[src/rtl/pc_gen_pkg.sv]
// Shared types and constants for the fetch-stage PC generator and its BHT.
// Latency: n/a (declarations only).
// Backpressure: n/a.
// Contents: stall_t pipeline stall vector, bht_entry_t, counter encodings,
// pc_gen FSM states, default reset PC and BHT size, and the BHT helpers.
package pc_gen_pkg;

   localparam logic [31:0] RESET_PC_DEF  = 32'hbfc0_0000;
   localparam int          BHT_IDX_W_DEF = 6;

   // 2-bit saturating counter encodings
   localparam logic [1:0] SNT = 2'b00;
   localparam logic [1:0] WNT = 2'b01;
   localparam logic [1:0] WT  = 2'b10;
   localparam logic [1:0] ST  = 2'b11;

   // Per-stage stall vector shared by the whole pipeline
   typedef struct packed {
      logic stall_if;
      logic stall_id;
      logic stall_ex;
      logic stall_mem;
      logic stall_wb;
   } stall_t;

   // Tag is held zero-extended to 30 bits (pc[31:2] >> idx_w) so the entry
   // layout does not depend on the table size.
   typedef struct packed {
      logic        valid;
      logic [29:0] tag;
      logic [31:0] target;
      logic [1:0]  cnt;
   } bht_entry_t;

   typedef enum logic {
      SEQ   = 1'b0,
      DSLOT = 1'b1
   } pc_state_t;

   function automatic logic [29:0] bht_tag(input logic [29:0] pc_word, input int idx_w);
      return pc_word >> idx_w;
   endfunction

   function automatic logic [1:0] sat_cnt(input logic [1:0] cnt, input logic taken);
      logic [1:0] res;
      res = cnt;
      if (taken && cnt != ST)
         res = cnt + 2'b01;
      else if (!taken && cnt != SNT)
         res = cnt - 2'b01;
      return res;
   endfunction

endpackage

[src/rtl/pc_gen_bht.sv]
// Direct-mapped branch history table: combinational lookup, clocked update.
// Latency: lookup 0 cycles; update visible the cycle after upd_valid.
// Backpressure: none; an update is accepted every cycle it is offered.
// Ports: clk, rst (async active-low); rd_pc -> rd_taken/rd_state/rd_target;
// upd_valid/upd_pc/upd_taken/upd_target write the resolved outcome.
module bht
   import pc_gen_pkg::*;
#(
   parameter int BHT_IDX_W = BHT_IDX_W_DEF
) (
   input  logic        clk,
   input  logic        rst,
   input  logic [31:0] rd_pc,
   output logic        rd_taken,
   output logic [1:0]  rd_state,
   output logic [31:0] rd_target,
   input  logic        upd_valid,
   input  logic [31:0] upd_pc,
   input  logic        upd_taken,
   input  logic [31:0] upd_target
);

   localparam int ENTRIES = 1 << BHT_IDX_W;

   bht_entry_t             tbl [ENTRIES];
   logic [BHT_IDX_W-1:0]   rd_idx, up_idx;
   bht_entry_t             rd_e, up_e, up_new;
   logic                   rd_hit, up_hit, up_we;

   // Word-aligned fetch: byte-offset bits carry no information here
   logic unused_lsb;
   assign unused_lsb = ^{rd_pc[1:0], upd_pc[1:0]};

   assign rd_idx = rd_pc[BHT_IDX_W+1:2];
   assign up_idx = upd_pc[BHT_IDX_W+1:2];
   assign rd_e   = tbl[rd_idx];
   assign up_e   = tbl[up_idx];
   assign rd_hit = rd_e.valid && (rd_e.tag == bht_tag(rd_pc[31:2], BHT_IDX_W));
   assign up_hit = up_e.valid && (up_e.tag == bht_tag(upd_pc[31:2], BHT_IDX_W));

   // Lookup reads the table register directly, so a same-cycle update to the
   // same index is only seen on the following cycle.
   always_comb begin
      rd_taken  = 1'b0;
      rd_state  = WNT;
      rd_target = 32'h0;
      if (rd_hit) begin
         rd_taken  = rd_e.cnt[1];
         rd_state  = rd_e.cnt;
         rd_target = rd_e.target;
      end
   end

   // Not-taken misses leave the table alone: no point spending an entry on a
   // branch that would predict fall-through anyway.
   always_comb begin
      up_new = up_e;
      up_we  = 1'b0;
      if (upd_valid) begin
         if (up_hit) begin
            up_we      = 1'b1;
            up_new.cnt = sat_cnt(up_e.cnt, upd_taken);
            if (upd_taken)
               up_new.target = upd_target;
         end else if (upd_taken) begin
            up_we         = 1'b1;
            up_new.valid  = 1'b1;
            up_new.tag    = bht_tag(upd_pc[31:2], BHT_IDX_W);
            up_new.target = upd_target;
            up_new.cnt    = WT;
         end
      end
   end

   always_ff @(posedge clk or negedge rst) begin
      if (!rst) begin
         for (int i = 0; i < ENTRIES; i++)
            tbl[i] <= '0;
      end else if (up_we) begin
         tbl[up_idx] <= up_new;
      end
   end

endmodule

[src/rtl/pc_gen.sv]
// Fetch-stage PC generator with optional BHT prediction and delay-slot redirect.
// Latency: next PC registered one cycle after flush/branch_flag/prediction.
// Backpressure: stall.stall_if freezes pc, FSM and the redirect register.
// Ports: clk, rst (async active-low); stall, flush/flush_pc, branch_flag/
// branch_target, upd_* (BHT training); pc, pc_ce, pred_taken/state/target.
// Build option: define BRANCH_PREDICT_EN to build the BHT and DSLOT redirect.
module pc_gen
   import pc_gen_pkg::*;
#(
   parameter logic [31:0] RESET_PC  = RESET_PC_DEF,
   parameter int          BHT_IDX_W = BHT_IDX_W_DEF
) (
   input  logic        clk,
   input  logic        rst,
   input  stall_t      stall,
   input  logic        flush,
   input  logic [31:0] flush_pc,
   input  logic        branch_flag,
   input  logic [31:0] branch_target,
   input  logic        upd_valid,
   input  logic [31:0] upd_pc,
   input  logic        upd_taken,
   input  logic [31:0] upd_target,
   output logic [31:0] pc,
   output logic        pc_ce,
   output logic        pred_taken,
   output logic [1:0]  pred_state,
   output logic [31:0] pred_target
);

   pc_state_t   state_q, state_d;
   logic [31:0] pc_q, pc_d;
   logic [31:0] redir_q, redir_d;
   logic        ce_q;
   logic        lk_taken;
   logic [1:0]  lk_state;
   logic [31:0] lk_target;

   logic unused_stall;
   assign unused_stall = ^{stall.stall_id, stall.stall_ex, stall.stall_mem, stall.stall_wb};

`ifdef BRANCH_PREDICT_EN
   bht #(.BHT_IDX_W(BHT_IDX_W)) u_bht (
      .clk        (clk),
      .rst        (rst),
      .rd_pc      (pc_q),
      .rd_taken   (lk_taken),
      .rd_state   (lk_state),
      .rd_target  (lk_target),
      .upd_valid  (upd_valid),
      .upd_pc     (upd_pc),
      .upd_taken  (upd_taken),
      .upd_target (upd_target)
   );
`else
   assign lk_taken  = 1'b0;
   assign lk_state  = SNT;
   assign lk_target = 32'h0;

   logic unused_upd;
   assign unused_upd = ^{upd_valid, upd_pc, upd_taken, upd_target};
`endif

   assign pc          = pc_q;
   assign pc_ce       = ce_q;
   assign pred_taken  = ce_q & lk_taken;
   assign pred_state  = ce_q ? lk_state  : 2'b00;
   assign pred_target = ce_q ? lk_target : 32'h0;

   always_comb begin
      pc_d    = pc_q;
      state_d = state_q;
      redir_d = redir_q;
      if (!ce_q) begin
         // First edge after reset only raises pc_ce so RESET_PC is fetched
      end else if (flush) begin
         pc_d    = flush_pc;
         state_d = SEQ;
      end else if (branch_flag) begin
         pc_d    = branch_target;
         state_d = SEQ;
      end else if (stall.stall_if) begin
         // hold everything
      end else if (state_q == DSLOT) begin
         // Delay slot issued; a prediction on the slot itself is ignored
         pc_d    = redir_q;
         state_d = SEQ;
`ifdef BRANCH_PREDICT_EN
      end else if (lk_taken) begin
         pc_d    = pc_q + 32'd4;
         redir_d = lk_target;
         state_d = DSLOT;
`endif
      end else begin
         pc_d = pc_q + 32'd4;
      end
   end

   always_ff @(posedge clk or negedge rst) begin
      if (!rst) begin
         pc_q    <= RESET_PC;
         ce_q    <= 1'b0;
         state_q <= SEQ;
         redir_q <= 32'h0;
      end else begin
         pc_q    <= pc_d;
         ce_q    <= 1'b1;
         state_q <= state_d;
         redir_q <= redir_d;
      end
   end

endmodule
[config.mk]
export PLATFORM = sky130hd
export DESIGN_NAME = pc_gen
export DESIGN_NICKNAME = d
export VERILOG_FILES = /design/src/rtl/pc_gen_pkg.sv /design/src/rtl/pc_gen_bht.sv /design/src/rtl/pc_gen.sv
export SDC_FILE = /design/constraint.sdc
export NUM_CORES = 1
export LEC_CHECK = 0
export ABC_AREA = 1
export CAP_MARGIN = 20
export CORE_MARGIN = 10
export CORE_UTILIZATION = 50
export CTS_CLUSTER_SIZE = 25
export DETAILED_ROUTE_END_ITERATION = 7
export DONT_BUFFER_PORTS = 1
export PLACE_DENSITY = 0.74
export SLEW_MARGIN = 10
export SYNTH_ARGS = -nofsm -noshare
export SYNTH_HDL_FRONTEND = slang
export SYNTH_SLANG_ARGS = --single-unit
[constraint.sdc]
create_clock -name clk -period 1.75 [get_ports clk]
set_clock_uncertainty 0.2 [all_clocks]
set_input_delay 0.35 -clock clk [delete_from_list [all_inputs] [get_ports clk]]
set_output_delay 0.35 -clock clk [all_outputs]
set_load 0.01 [all_outputs]
==> results.toml, run 1 <==
[global_route]
grt_max_degree = 35
antenna_found_initial = 0
grt_overflow = 0
grt_use_total = 0.1851
grt_pass1_wl_um = 13290
grt_pass1_vias = 2764

[sta]
fin_crit_ns = 1.744
fmax_ghz = 0.5734
report.final.setup_viol = 0
worst_slack_ns = 0.006020
period_share = 0.9966
drv_slew = 0
rsz0062_at_grt = "yes"
finalHoldViolCount = 0

[placed_design]
post-place-ws_ns = 0.009419
dp_cells = 488
portBuffers = 0
dpl_cell_area_sq_um = 2903
gp_congestion = 0.8917
dp_hpwl_um = 6708

[synth]
avgSynthCellArea_sq_um = 6.910
synthArstFlopShare = 1.000
synthSimpleGateAreaFrac = 0.3273
ys_warn_count = 0
synthTopCellsByCount = "87 x nand2_1, 61 x nor2_1, 38 x buf_4, 30 x nand3_1, 26 x a21oi_1"
synthCells = 400
synth_most_common_cell = "nand2_1"
yosysSeqAreaShare = 0.3029
synth_edf_count = 0
synth_top_cell_area_share = 0.2173
ys.flop_type = "dfrtp_1"
synth_compound_area_frac = 0.1802
yosysTopAreaCell = "dfrtp_1"
synth_cell_types = 31
synth_area_leaders = "dfrtp_1 22%, nand2_1 12%, buf_4 10%, dfstp_2 8.6%, nor2_1 8.3%"
syn_area_sq_um = 2764
yosys.area_share.adder = 0.004527
synth-seq-cells = 33
synth_top_family_by_area = "simple AND/OR/NAND/NOR gates"
synthXorXnorAreaFrac = 0.01584
synth.area.mux_share = 0

[clock_network]
clk_latency_ns = 0.29
cts_tree = "done"
ctsRootBufferMaster = "clkbuf_8"
htree_levels = 2
clock_sinks = 33
path_clk_slew_ns = 0.07
cts_buffer_depth = 2
cts_made_buffers = 5

[job]
drv_cap = 0

[setup_path]
timing.rr.start = "pc[2]$_DFFE_PN0P_"
end_kind = "flip-flop"
rrSetupSlack_ns = 0.006
critical_path_buf_inv_count = 0
cp.arrival_ns = 1.76
required_ns = 1.77
cp_max_fo = 6
critPathKind = "flip-flop to flip-flop"
path_delay_family = "simple AND/OR/NAND/NOR gates"
max_stage_delay_ns = 0.38
cp_cell_sequence = "ha_2, nand2_2, nor2_4, nand2_4, nor2_4, nand2_1, nand2_1, nand3_1, a21oi_1"
reg2reg_depth = 9
regToRegEndpoint = "pc[26]$_DFFE_PN1P_"
cpMaxStageDelayCell = "dfrtp_1"
start_kind = "flip-flop"
cp-startpoint = "pc[2]$_DFFE_PN0P_"

[layout]
nNetsFinal = 570
multiInputGateArea_sq_um = 1664
syn_to_final_growth_pct = 12.90
seq_area_sq_um = 837.1
final_layout_size_suffix_gt1_frac = 0.2158
design_area_sq_um = 3120
utilization = 0.5737
instances_no_fill = 503
diodes = 0
fillerInstances = 523

[route]
ant_nets = 0
first_pass_iters = 4
viasPerCell = 5.344
route.detailed.drc = 0
drt-total-wl_um = 8540
vias = 2688
wl_per_cell_um = 16.98
drtIter0Drc = 145

[die]
coreArea_sq_um = 5439
die_x_um = 94.35
num_io_pins = 207
rows = 27
die_y_um = 94.35
start_util = 0.5082
die_area_sq_um = 8902

[hold_path]
whs_path_depth = 2
whs_endpoint = "pc[6]$_DFFE_PN0P_"
hold_start = "flush_pc[6]"
hp-class = "input pin to flip-flop"

[power]
p_per_area_nw_per_um2 = 775.9
ir_drop_v = 0.0003759
leakage_nw = 1.418

[outcome]
status = "complete, no violations"
## final cells by class
type	count	area share
Clock buffer	8	0.02566
Timing Repair Buffer	40	0.1091
Multi-Input combinational cell	321	0.5333
Sequential cell	33	0.2682
Tap cell	72	0.02887
Inverter	29	0.03488
## worst max-delay path by stage
| stage | slack (ns) | to | cells past startpoint |
|---|---|---|---|
| 4_1_cts | 0.002 | pc[16]$_DFFE_PN0P_ | 8 |
| 6_report | 0.006 | pc[26]$_DFFE_PN1P_ | 9 |
| 2_1_floorplan | 0.13 | pc[26]$_DFFE_PN1P_ | 9 |
| 5_1_grt | -0.13 | pc[26]$_DFFE_PN1P_ | 9 |
| 3_3_place_gp | 0.05 | pc[26]$_DFFE_PN1P_ | 9 |
| 3_5_place_dp | 0.009 | pc[26]$_DFFE_PN1P_ | 9 |
## per-layer routing
metal | vias up | track usage | share of wire
met4 | 0 | 0.06962 | 0.014
met2 | 115 | 0.3084 | 0.49
met3 | 11 | 0.06899 | 0.11
met1 | 1251 | 0.2111 | 0.38
li1 | 1311 | - | -
met5 | - | 0 | 0
## kinds of logic after synthesis
logic type                 Yosys count
xor gates and xnor gates             5
DFF                                 33
AOI/OAI and AO/OA                   75
adders and majority gates            1
other                                2
buffers and inverters               80
and+or+nand+nor                    204
## through the flow
stage	hold slack, ns	power (W)	TNS (ns)
after floorplan	-0.1456	0.001576	0
after global placement	-0.1443	0.001765	0
after detailed placement	-0.1444	0.001790	0
after CTS	0.002629	0.002385	0
after global routing	0.02344	0.002578	-0.6865
final	0.006339	0.002421	0
## cells in the final DEF (no fill, tap or decap), drive strengths merged
cell type and instances:
o21ai 14, dlygate4sd3 1, and2 1, nand3 30
a221oi 18, nor2 75, a41oi 3, conb 36
o21bai 1, nand2 95, dfstp 9, inv 29
buf 39, a21oi 26, xor2 1, xnor2 4
dfrtp 24, clkbuf 8, a31oi 1, ha 1
or2 2, a22o 8, nand3b 1, a22oi 4
## power by group
part	total, W	internal, W	switching, W
sequential	0.00103	0.000894	0.000132
combinational	0.000820	0.000336	0.000484
clock	0.000575	0.000283	0.000292
total	0.00242	0.00151	0.000908
## state kept, by name, summed over array words and instances (netlist names)
signal / cells
pc_ce: 1
pc: 32
## repair_timing
action / CTS / global route
resized for setup: 0 / 19
pin swaps: 1 / 8
hold buffers: 2 / 0
cloned: 0 / 0
endpoints found under the setup margin: 2 / 14
buffers inserted: 0 / 5
hold endpoints to repair: 33 / 0
No activity file was read; power rests on OpenSTA's default activity.
==> run 2, diff against run 1 <==
--- a/config.mk
+++ b/config.mk
@@ -7,13 +7,16 @@
 export LEC_CHECK = 0
 export ABC_AREA = 1
 export CAP_MARGIN = 20
+export CORE_ASPECT_RATIO = 1.2
 export CORE_MARGIN = 10
 export CORE_UTILIZATION = 50
 export CTS_CLUSTER_SIZE = 25
 export DETAILED_ROUTE_END_ITERATION = 7
 export DONT_BUFFER_PORTS = 1
+export MAX_ROUTING_LAYER = met4
 export PLACE_DENSITY = 0.74
 export SLEW_MARGIN = 10
 export SYNTH_ARGS = -nofsm -noshare
 export SYNTH_HDL_FRONTEND = slang
 export SYNTH_SLANG_ARGS = --single-unit
+export TNS_END_PERCENT = 1
==> results.toml, run 2 (synthesis results as in run 1) <==
[clock_network]
path_clk_slew_ns = 0.07
cts_made_buffers = 5
clk_latency_ns = 0.29
cts_tree = "done"
cts_buffer_depth = 2
htree_levels = 2
clock_sinks = 33
ctsRootBufferMaster = "clkbuf_8"

[outcome]
status = "complete, no violations"

[route]
first_pass_iters = 4
viasPerCell = 5.452
wl_per_cell_um = 16.78
route.detailed.drc = 0
vias = 2688
drt-total-wl_um = 8272
drtIter0Drc = 113
ant_nets = 0

[global_route]
grt_overflow = 0
grt_max_degree = 35
grt_util_met3 = 0.06747
grt_pass1_vias = 2824
antenna_found_initial = 0
grt_use_total = 0.1875
grt.busiest_layer = "met2"
met2_usage = 0.3072
grt_use_met1 = 0.2015
grt_pass1_wl_um = 13120

[layout]
design_area_sq_um = 3080
syn_to_final_growth_pct = 11.45
fillerInstances = 504
final_layout_size_suffix_gt1_frac = 0.2111
largest_reg_flops = 32
final_common_cell = "nand2_1"
diodes = 0
nNetsFinal = 570
layout_common_cells = "87 x nand2_1, 60 x nor2_1, 36 x conb_1, 36 x buf_4, 29 x nand3_1"
instances_no_fill = 493

[setup_path]
required_ns = 1.76
cpMaxStageDelayCell = "dfrtp_1"
rrSetupSlack_ns = 0.04
max_stage_delay_ns = 0.38
end_kind = "flip-flop"
critical_path_buf_inv_count = 0
timing.rr.start = "pc[3]$_DFFE_PN0P_"
reg2reg_depth = 9
path_delay_family = "simple AND/OR/NAND/NOR gates"
cp_cell_sequence = "ha_2, nand2_2, nor2_4, nand2_2, nor2_4, nand2_1, nand2_1, nand3_1, a21oi_1"
start_kind = "flip-flop"
cp.arrival_ns = 1.72
regToRegEndpoint = "pc[24]$_DFFE_PN1P_"
critPathKind = "flip-flop to flip-flop"
cp_max_fo = 4

[die]
start_util = 0.5182
num_io_pins = 207
rows = 29
die_area_sq_um = 8914
die_x_um = 87.87
die_y_um = 101.4
coreArea_sq_um = 5334

[sta]
report.final.setup_viol = 0
worst_slack_ns = 0.03903
finalHoldViolCount = 0
fmax_ghz = 0.5845
rsz0062_at_grt = "yes"
fin_crit_ns = 1.711
period_share = 0.9777
drv_slew = 0

[power]
p_per_area_nw_per_um2 = 773.9
ir_drop_v = 0.0004851
leakage_nw = 1.406
power.total_w = 0.002384

[placed_design]
post-place-ws_ns = 0.01373
dp_cells = 481
dp_hpwl_um = 6632
dpl_cell_area_sq_um = 2913
gp_congestion = 0.9299
portBuffers = 0

[hold_path]
hp-class = "input pin to flip-flop"
hold_start = "flush_pc[6]"
whs_endpoint = "pc[6]$_DFFE_PN0P_"
whs_path_depth = 2

[job]
drv_cap = 0
==> run 2: cell count changes in the layout (fill, tap and decap cells not counted), sizes merged <==
cell,previous run,this run
clkbuf,8,6
clkinv,0,2
==> run 2: layout make-up <==
type / count / area [sq um] / area share
Multi-Input combinational cell: 321 / 1633 / 0.5301
Sequential cell: 33 / 838.3 / 0.2721
Timing Repair Buffer: 40 / 340.3 / 0.1105
Inverter: 29 / 108.9 / 0.03534
Tap cell: 62 / 77.57 / 0.02518
Clock buffer: 6 / 72.57 / 0.02356
Clock inverter: 2 / 10.01 / 0.003249
==> run 2: how the worst max path moves through the flow <==
| stage | end | startpoint | cells past startpoint | slack, ns |
|---|---|---|---|---|
| after detailed placement | pc[24]$_DFFE_PN1P_ | pc[3]$_DFFE_PN0P_ | 9 | 0.01 |
| after global routing | pc[30]$_DFFE_PN0P_ | pc[3]$_DFFE_PN0P_ | 9 | -0.09 |
| after CTS | pc[24]$_DFFE_PN1P_ | pc[3]$_DFFE_PN0P_ | 9 | 0.05 |
| after global placement | pc[24]$_DFFE_PN1P_ | pc[3]$_DFFE_PN0P_ | 9 | 0.09 |
| final | pc[24]$_DFFE_PN1P_ | pc[3]$_DFFE_PN0P_ | 9 | 0.04 |
| after floorplan | pc[26]$_DFFE_PN1P_ | pc[2]$_DFFE_PN0P_ | 9 | 0.13 |
==> run 2: power breakdown <==
group,internal [W],switching [W]
logic,0.000325,0.000475
clock network,0.000276,0.000287
registers,0.000895,0.000127
total,0.00149,0.000889
==> run 2: timing repair <==
item,4_1_cts,5_1_grt
gates resized for setup,1,9
hold buffers,2,0
hold endpoints to repair,33,0
setup buffers,0,2
gates cloned,0,0
endpoints found under the setup margin,1,10
pin swaps,0,11
==> run 2: metrics by stage <==
stage / util / TNS (ns) / hold slack [ns]
after floorplan: - / 0 / -0.1456
after global placement: 0.5461 / 0 / -0.1439
after detailed placement: 0.5461 / 0 / -0.1443
after CTS: 0.5681 / 0 / 0.0002561
final: 0.5775 / 0 / 0.01252
after global routing: 0.5775 / -0.5644 / 0.005142
==> run 2: layer usage <==
layer | wire, um | part of all wire
met1 | 3102 | 0.38
met3 | 875 | 0.11
met4 | 149 | 0.018
met5 | 0 | 0
met2 | 4145 | 0.50
==> run 3, diff against run 2 <==
--- a/config.mk
+++ b/config.mk
@@ -7,14 +7,13 @@
 export LEC_CHECK = 0
 export ABC_AREA = 1
 export CAP_MARGIN = 20
-export CORE_ASPECT_RATIO = 1.2
-export CORE_MARGIN = 10
-export CORE_UTILIZATION = 50
+export CORE_AREA = 2 2 80 82
 export CTS_CLUSTER_SIZE = 25
 export DETAILED_ROUTE_END_ITERATION = 7
+export DIE_AREA = 0 0 82 84
 export DONT_BUFFER_PORTS = 1
 export MAX_ROUTING_LAYER = met4
-export PLACE_DENSITY = 0.74
+export PLACE_DENSITY = 0.7
 export SLEW_MARGIN = 10
 export SYNTH_ARGS = -nofsm -noshare
 export SYNTH_HDL_FRONTEND = slang
==> results.toml, run 3 (synthesis results as in run 1) <==
[power]
leakage_nw = 1.453
power.total_w = 0.002425
ir_drop_v = 0.0003197
p_per_area_nw_per_um2 = 760.6

[die]
die_y_um = 84
coreArea_sq_um = 6096
start_util = 0.4534
num_io_pins = 207
rows = 29
die_x_um = 82
die_area_sq_um = 6888

[layout]
multiInputGateArea_sq_um = 1654
seq_area_sq_um = 837.1
instances_no_fill = 515
fillerInstances = 615
diodes = 0
nNetsFinal = 577
final_layout_size_suffix_gt1_frac = 0.2260
final_common_cell = "nand2_1"
utilization = 0.5230
largest_reg_flops = 32
layout_common_cells = "85 x nand2_1, 60 x nor2_1, 41 x buf_4"
syn_to_final_growth_pct = 15.35

[placed_design]
gp_congestion = 0.8824
portBuffers = 0
post-place-ws_ns = 0.003426
dp_hpwl_um = 5956
dp_cells = 498

[setup_path]
start_kind = "flip-flop"
critPathKind = "flip-flop to flip-flop"
cpMaxStageDelayCell = "dfrtp_1"
cp.arrival_ns = 1.76
reg2reg_depth = 9
end_kind = "flip-flop"
cp_cell_sequence = "buf_6, nand2_2, nor2_4, nand2_2, nor2_4, nand2_1, nand2_1, nand3_1, a21oi_1"
required_ns = 1.77
max_stage_delay_ns = 0.41
cp_max_fo = 6

[global_route]
grt_use_total = 0.2345
grt_max_degree = 35
antenna_found_initial = 0
grt_pass1_vias = 2564
grt_pass1_wl_um = 12320
grt_overflow = 0

[route]
drt-total-wl_um = 7750
viasPerCell = 5.278
vias = 2718
first_pass_iters = 4
route.detailed.drc = 0
drtIter0Drc = 178
wl_per_cell_um = 15.05
ant_nets = 0

[sta]
rsz0062_at_grt = "yes"
finalHoldViolCount = 0
period_share = 0.9967
fin_crit_ns = 1.744
drv_slew = 0
worst_slack_ns = 0.005805
fmax_ghz = 0.5733
tns_ns = 0
report.final.setup_viol = 0

[clock_network]
htree_levels = 2
cts_made_buffers = 5
clk_latency_ns = 0.29
ctsRootBufferMaster = "clkbuf_8"
cts_buffer_depth = 2
clock_sinks = 33
cts_tree = "done"
path_clk_slew_ns = 0.07

[job]
drv_cap = 0

[hold_path]
hp-class = "input pin to flip-flop"
whs_path_depth = 2

[outcome]
status = "complete, no violations"
==> run 3: where the power goes <==
group / switching [W] / total [W] / leakage (nW) / internal, W
registers: 0.000123 / 0.00102 / 0.376 / 0.000894
logic: 0.000489 / 0.000835 / 1.03 / 0.000346
clock network: 0.000298 / 0.000573 / 0.0450 / 0.000276
total: 0.000909 / 0.00242 / 1.45 / 0.00152
==> run 3: repair_timing <==
action | 4_1_cts | 5_1_grt
resized for setup | 1 | 14
hold endpoints to repair | 33 | 0
endpoints found under the setup margin | 2 | 14
hold buffers | 2 | 0
pin swaps | 1 | 9
setup buffers | 0 | 7
==> run 3: worst paths after layout <==
| kind | start | end | slack, ns |
|---|---|---|---|
| hold reg to reg | pc[31]$_DFFE_PN1P_ | pc[31]$_DFFE_PN1P_ | 0.36 |
| min in group asynchronous | rst | pc[30]$_DFFE_PN0P_ | 0.32 |
| setup reg to reg | pc[3]$_DFFE_PN0P_ | pc[31]$_DFFE_PN1P_ | 0.006 |
| hold / removal | flush_pc[6] | pc[6]$_DFFE_PN0P_ | 0.03 |
| setup / recovery | pc[3]$_DFFE_PN0P_ | pc[31]$_DFFE_PN1P_ | 0.006 |
| max in group asynchronous | rst | pc[23]$_DFFE_PN1P_ | 0.77 |
==> run 3: area by class of cell <==
class                           instances  share of cell area
Timing Repair Buffer                   47              0.1283
Inverter                               29             0.03414
Clock inverter                          2            0.003140
Sequential cell                        33              0.2626
Tap cell                               77             0.03022
Clock buffer                            6             0.02276
Multi-Input combinational cell        321              0.5188
==> run 3: layer usage <==
layer	global-route usage	vias up	part of all wire
li1	-	1333	-
met1	0.3007	1265	0.42
met2	0.3821	112	0.50
met3	0.03355	8	0.076
met4	0.06515	0	0.011
met5	-	-	0
==> run 3: worst max-delay path, delay by kind of cell (launching register included) <==
family                 cells  cell delay (ns)
AO/OA/AOI/OAI              1             0.15
flip-flops                 1             0.41
AND/OR/NAND/NOR            7             0.79
buffers and inverters      1             0.13
==> run 3: metrics by stage <==
stage	cell area, sq um	hold WS, ns
floorplan	2892	-0.1456
global placement	2959	-0.1448
detailed placement	2959	-0.1448
CTS	3077	0.02170
global route	3188	0.03340
finish	3188	0.02536
